[src/rtl/bit_serial_add_ctrl_pkg.sv]
// Shared types for the bit-serial adder controller: FSM state encoding and width limit.
package bsa_pkg;

    localparam int BSA_MAX_WIDTH = 32;

    typedef enum logic [1:0] {
        IDLE = 2'd0,
        RUN  = 2'd1,
        DONE = 2'd2
    } bsa_state_e;

endpackage

[src/rtl/bit_serial_add_ctrl_if.sv]
// Operand/result bundle between the operand source (master) and the serial adder (slave).
interface bit_serial_add_ctrl_if #(
    parameter int WIDTH = 8
);
    logic             start_i;
    logic [WIDTH-1:0] op_a_i;
    logic [WIDTH-1:0] op_b_i;
    logic             cin_i;
    logic             sub_i;
    logic             busy_o;
    logic             done_o;
    logic [WIDTH-1:0] sum_o;
    logic             cout_o;

    modport master (
        output start_i, op_a_i, op_b_i, cin_i, sub_i,
        input  busy_o, done_o, sum_o, cout_o
    );

    modport slave (
        input  start_i, op_a_i, op_b_i, cin_i, sub_i,
        output busy_o, done_o, sum_o, cout_o
    );
endinterface

[src/rtl/bit_serial_add_ctrl_fa_cell.sv]
// Single combinational full-adder cell, time-shared across all bit positions.
module serial_fa_cell (
    input  logic a_i,
    input  logic b_i,
    input  logic cin_i,
    output logic sum_o,
    output logic cout_o
);
    assign sum_o  = a_i ^ b_i ^ cin_i;
    assign cout_o = (a_i & b_i) | (cin_i & (a_i ^ b_i));
endmodule

[src/rtl/bit_serial_add_ctrl.sv]
// Bit-serial WIDTH-bit adder sequencer, LSB first through one shared full-adder cell.
// Optional subtract mode enabled by defining BSA_SUB_EN.
module bit_serial_add_ctrl
    import bsa_pkg::*;
#(
    parameter int WIDTH = 8
) (
    input  logic                        clk,
    input  logic                        rst,
    bit_serial_add_ctrl_if.slave        bus
);
    localparam int CNT_W = (WIDTH > 1) ? $clog2(WIDTH) : 1;
    localparam logic [CNT_W-1:0] LAST_CNT = CNT_W'(WIDTH - 1);

    if (WIDTH < 1 || WIDTH > BSA_MAX_WIDTH) begin : g_width_chk
        $error("bit_serial_add_ctrl: WIDTH out of range");
    end

    bsa_state_e       state_q, state_d;
    logic [CNT_W-1:0] cnt_q, cnt_d;
    logic             carry_q, carry_d;
    logic [WIDTH-1:0] a_q, a_d;
    logic [WIDTH-1:0] b_q, b_d;
    logic [WIDTH-1:0] res_q, res_d;
    logic [WIDTH-1:0] sum_q, sum_d;
    logic             cout_q, cout_d;

    logic             fa_sum, fa_cout;
    logic [WIDTH-1:0] res_shift;
    logic [WIDTH-1:0] b_load;
    logic             c_load;

    serial_fa_cell u_cell (
        .a_i    (a_q[0]),
        .b_i    (b_q[0]),
        .cin_i  (carry_q),
        .sum_o  (fa_sum),
        .cout_o (fa_cout)
    );

    // Sum bits enter at the MSB so after WIDTH shifts the result is aligned.
    if (WIDTH == 1) begin : g_res_w1
        assign res_shift = fa_sum;
    end else begin : g_res_wn
        assign res_shift = {fa_sum, res_q[WIDTH-1:1]};
    end

`ifdef BSA_SUB_EN
    assign b_load = bus.sub_i ? ~bus.op_b_i : bus.op_b_i;
    assign c_load = bus.sub_i ? 1'b1 : bus.cin_i;
`else
    logic unused_sub;
    assign unused_sub = bus.sub_i;
    assign b_load     = bus.op_b_i;
    assign c_load     = bus.cin_i;
`endif

    always_comb begin
        state_d = state_q;
        cnt_d   = cnt_q;
        carry_d = carry_q;
        a_d     = a_q;
        b_d     = b_q;
        res_d   = res_q;
        sum_d   = sum_q;
        cout_d  = cout_q;
        case (state_q)
            IDLE, DONE: begin
                if (bus.start_i) begin
                    a_d     = bus.op_a_i;
                    b_d     = b_load;
                    carry_d = c_load;
                    cnt_d   = '0;
                    state_d = RUN;
                end else if (state_q == DONE) begin
                    state_d = IDLE;
                end
            end
            RUN: begin
                carry_d = fa_cout;
                a_d     = a_q >> 1;
                b_d     = b_q >> 1;
                res_d   = res_shift;
                cnt_d   = cnt_q + 1'b1;
                if (cnt_q == LAST_CNT) begin
                    sum_d   = res_shift;
                    cout_d  = fa_cout;
                    state_d = DONE;
                end
            end
            default: state_d = IDLE;
        endcase
    end

    always_ff @(posedge clk) begin
        if (rst) begin
            state_q <= IDLE;
            cnt_q   <= '0;
            carry_q <= 1'b0;
            a_q     <= '0;
            b_q     <= '0;
            res_q   <= '0;
            sum_q   <= '0;
            cout_q  <= 1'b0;
        end else begin
            state_q <= state_d;
            cnt_q   <= cnt_d;
            carry_q <= carry_d;
            a_q     <= a_d;
            b_q     <= b_d;
            res_q   <= res_d;
            sum_q   <= sum_d;
            cout_q  <= cout_d;
        end
    end

    assign bus.busy_o = (state_q == RUN);
    assign bus.done_o = (state_q == DONE);
    assign bus.sum_o  = sum_q;
    assign bus.cout_o = cout_q;

endmodule

[src/flat_wrapper.sv]
// flat-port wrapper written by rule: the top's interface ports become plain ports
module bit_serial_add_ctrl_flat import bsa_pkg::*;
#(
    parameter int WIDTH = 8
)
  (clk, rst, bus_start_i, bus_op_a_i, bus_op_b_i, bus_cin_i, bus_sub_i, bus_busy_o, bus_done_o, bus_sum_o, bus_cout_o);
  bit_serial_add_ctrl_if #(.WIDTH(WIDTH)) bus_i ();
  input  logic clk;
  input  logic rst;
  input wire logic [$bits(bus_i.start_i)-1:0] bus_start_i;
  input wire logic [$bits(bus_i.op_a_i)-1:0] bus_op_a_i;
  input wire logic [$bits(bus_i.op_b_i)-1:0] bus_op_b_i;
  input wire logic [$bits(bus_i.cin_i)-1:0] bus_cin_i;
  input wire logic [$bits(bus_i.sub_i)-1:0] bus_sub_i;
  output wire logic [$bits(bus_i.busy_o)-1:0] bus_busy_o;
  output wire logic [$bits(bus_i.done_o)-1:0] bus_done_o;
  output wire logic [$bits(bus_i.sum_o)-1:0] bus_sum_o;
  output wire logic [$bits(bus_i.cout_o)-1:0] bus_cout_o;
  assign bus_i.start_i = bus_start_i;
  assign bus_i.op_a_i = bus_op_a_i;
  assign bus_i.op_b_i = bus_op_b_i;
  assign bus_i.cin_i = bus_cin_i;
  assign bus_i.sub_i = bus_sub_i;
  assign bus_busy_o = bus_i.busy_o;
  assign bus_done_o = bus_i.done_o;
  assign bus_sum_o = bus_i.sum_o;
  assign bus_cout_o = bus_i.cout_o;
  bit_serial_add_ctrl #(.WIDTH(WIDTH)) u_core (.clk(clk), .rst(rst), .bus(bus_i));
endmodule
[config.mk]
export PLATFORM = sky130hd
export DESIGN_NAME = bit_serial_add_ctrl_flat
export DESIGN_NICKNAME = d
export VERILOG_FILES = /design/src/rtl/bit_serial_add_ctrl_pkg.sv /design/src/rtl/bit_serial_add_ctrl_if.sv /design/src/rtl/bit_serial_add_ctrl_fa_cell.sv /design/src/rtl/bit_serial_add_ctrl.sv /design/src/flat_wrapper.sv
export SDC_FILE = /design/constraint.sdc
export NUM_CORES = 1
export LEC_CHECK = 0
export CORE_MARGIN = 10
export CORE_UTILIZATION = 45
export DETAILED_ROUTE_END_ITERATION = 8
export PLACE_DENSITY_LB_ADDON = 0.12
export SLEW_MARGIN = 5
export SYNTH_ARGS = -nofsm -noshare
export SYNTH_HDL_FRONTEND = slang
export SYNTH_HIERARCHICAL = 1
export SYNTH_SLANG_ARGS = --single-unit
[constraint.sdc]
create_clock -name clk -period 2.35 [get_ports clk]
set_input_delay 0.47 -clock clk [delete_from_list [all_inputs] [get_ports clk]]
set_output_delay 0.47 -clock clk [all_outputs]
set_load 0.02 [all_outputs]
==> flow_summary.toml <==
[clocking]
cts_resized = 0
hold_buffers = 0
cts_tree = "done"
cts_max_level = 2
clock-sinks = 38
clock_latency_ns = 0.33
cts.clk_slew.worst_paths_ns = 0.11
numCtsBuffers = 5
cts_root_buf = "clkbuf_4"
clockBufferDepth = 2
postCtsSetupBuffers = 0

[sta]
fmax_mhz = 459
setup_viol_count_final = 0
slew_headroom_pct = 69.5
whs_ns = 0.460
tightestPinTransition_ns = 0.458
finClkSkew_ns = 0.00755
setup_tns_ns = 0
setup_ws_ns = 0.173
rsz0062_at_grt = "no"
finalMaxSlewViolations = 0
hold_viol = 0
post-route-period-util_pct = 92.7
fin_crit_ns = 2.18

[floorplan]
core-area_um2 = 3360
die-area_um2 = 6240
start_util_pct = 46.6
die_x_um = 79.0
io-pin-count = 32
rows = 21
die_h_um = 79.0

[place]
place_congestion = 0.721
io_buffers = 30
placed_cell_area_um2 = 1860
place_ws_ns = 0.486
dp.final_hpwl_um = 2210

[routing]
firstDrtPassIters = 3
final_antenna_net_count = 0
drt_iter0_drc = 65
drt-total-wl_um = 3240
post_drt_via_cell_ratio = 5.04
route.detailed.drc = 0
avgRoutedWirePerCell_um = 12.4
vias = 1316

[run]
drv_cap = 0

[synthesis]
syn_avg_cell_area_um2 = 8.29
yosysWarnings = 6
synthesis.nets = 213
yosysSeqAreaShare_pct = 48.5
ys_types = 19
ys_ff_latch = 38
syn-cell-area_um2 = 1570
synth_cells = 189

[worst_setup_path]
start_kind = "flop"
reg2reg_depth = 5
critical_path_buf_inv_count = 2
critPathKind = "flop to output pin"
crit_path_max_incr_delay_ns = 0.65
cp.arrival_ns = 1.71
r2r_end = "u_core/bus.sum_o[7]"
worstReg2RegStart = "u_core/cnt_q[0]"
crit_slowest_cell = "clkdlybuf4s50_1"
timing.reg2reg.setup_slack_ns = 0.70
end_kind = "output pin"
required_ns = 1.88
cp_cell_sequence = "nand2b_1 > clkinv_2 > clkdlybuf4s50_1"
crit_fanout = 20
crit_family = "buffers and inverters"

[global_route]
first_global_vias = 1252
grt_pass1_wl_um = 5280
grt_max_degree = 44
gr-total-overflow = 0
antenna_found_initial = 0
grt_use_total_pct = 10.3

[cells_and_area]
final_nets = 238
design_area_um2 = 1920
n_antenna_cell = 0
drive_gt1_share_pct = 8.37
area_growth_pct = 22.7

[power]
power_density_nw_per_um2 = 624
total_power_w = 0.00120
peakVddDrop_uv = 296
p_leak_nw = 0.684

[worst_hold_path]
holdPathEnd = "u_core/bus.sum_o[3]"
holdCritStartpoint = "u_core/bus.sum_o[3]"
holdPathStages = 2
hold_class = "flop to flop"

[status]
outcome = "complete, no violations"
-- through the flow --
| stage | instances | utilization (%) |
|---|---|---|
| 6_report | 261 | 57.2 |
| 5_1_grt | 261 | 57.2 |
| 4_1_cts | 261 | 57.2 |
| 3_5_place_dp | 253 | 55.4 |
| 3_3_place_gp | 253 | 55.4 |
| 2_1_floorplan | 189 | - |
-- cell type report --
cell class,instances,area [um^2]
Clock buffer,7,55.1
Clock inverter,1,5.00
Fill cell,332,1440
Inverter,1,5.00
Multi-Input combinational cell,134,698
Sequential cell,38,761
Tap cell,46,57.6
Timing Repair Buffer,34,343
-- worst register-to-register path, stage by stage (launching register included) --
cell	delay, ns
dfxtp_1	0.36
ha_1	0.15
ha_1	0.39
nand3b_1	0.37
nand2_1	0.18
a21oi_1	0.08
-- flip-flops by register name, indices dropped and copies added, names as in the netlist --
signal and count:
u_core/bus.sum_o 8, u_core/state_q 2, u_core/bus.cout_o 1, u_core/carry_q 1, u_core/cnt_q 3, u_core/res_q 7, u_core/a_q 8, u_core/b_q 8
-- metal layers --
metal  GRT usage [%]  vias up  part of all wire, %
li1                -      688                    -
met1            9.82      597                   42
met2            18.3       26                   50
met3            5.74        5                  7.2
met4            3.23        0                 0.65
met5               0        -                    0
-- cell families after synthesis --
kind of cell               share of synthesized area (%)
adders and majority gates                           2.87
AOI/OAI and AO/OA                                   17.0
buffers and inverters                               6.94
and+or+nand+nor                                     24.7
DFF                                                 48.5
-- Yosys cell counts, drive strengths merged --
cell type	count	share of area (%)
nand3b	1	0.48
nand2b	3	1.2
ha	2	1.6
clkbuf	2	0.48
nor2b	2	0.80
clkinv	1	0.32
dfxtp	38	49
nor2	17	4.1
a311oi	15	8.4
buf	14	6.1
a21oi	21	8.1
nand3	14	4.5
o21a	1	0.48
fa	1	1.3
nand2	57	14
-- placed cells by master (no fill, tap or decap) --
master           Yosys  final
a21oi_2              6      6
nor2_1              17     17
buf_12               0      1
nor2b_1              2      2
clkinv_2             1      2
a21oi_1             15     15
buf_4                4      3
nand3b_1             1      1
dfxtp_1             38     38
o21a_1               1      1
nand2_1             57     57
ha_1                 2      2
clkbuf_8             0      1
clkbuf_4             0      5
a311oi_1            15     15
nand2b_1             3      3
nand3_1             14     14
clkbuf_1             2      1
clkdlybuf4s50_1      0     30
fa_1                 1      1
-- power by group --
group	total [W]	switching, W	internal, W
combinational	0.000159	0.0000852	0.0000737
sequential	0.000697	0.0000198	0.000677
clock	0.000346	0.000201	0.000145
total	0.00120	0.000306	0.000896
-- worst max-delay path by stage --
stage / startpoint / to / slack, ns / cells after the start
global route: u_core/state_q[0] / bus_busy_o / 0.04 / 3
CTS: u_core/state_q[0] / bus_busy_o / 0.14 / 3
detailed placement: bus_start_i / u_core/b_q[0] / 0.49 / 5
floorplan: u_core/state_q[1] / bus_busy_o / 1.00 / 5
global placement: bus_start_i / u_core/b_q[4] / 0.53 / 5
finish: u_core/state_q[0] / bus_busy_o / 0.17 / 3
Note: power is estimated with default switching activity, not from simulation.
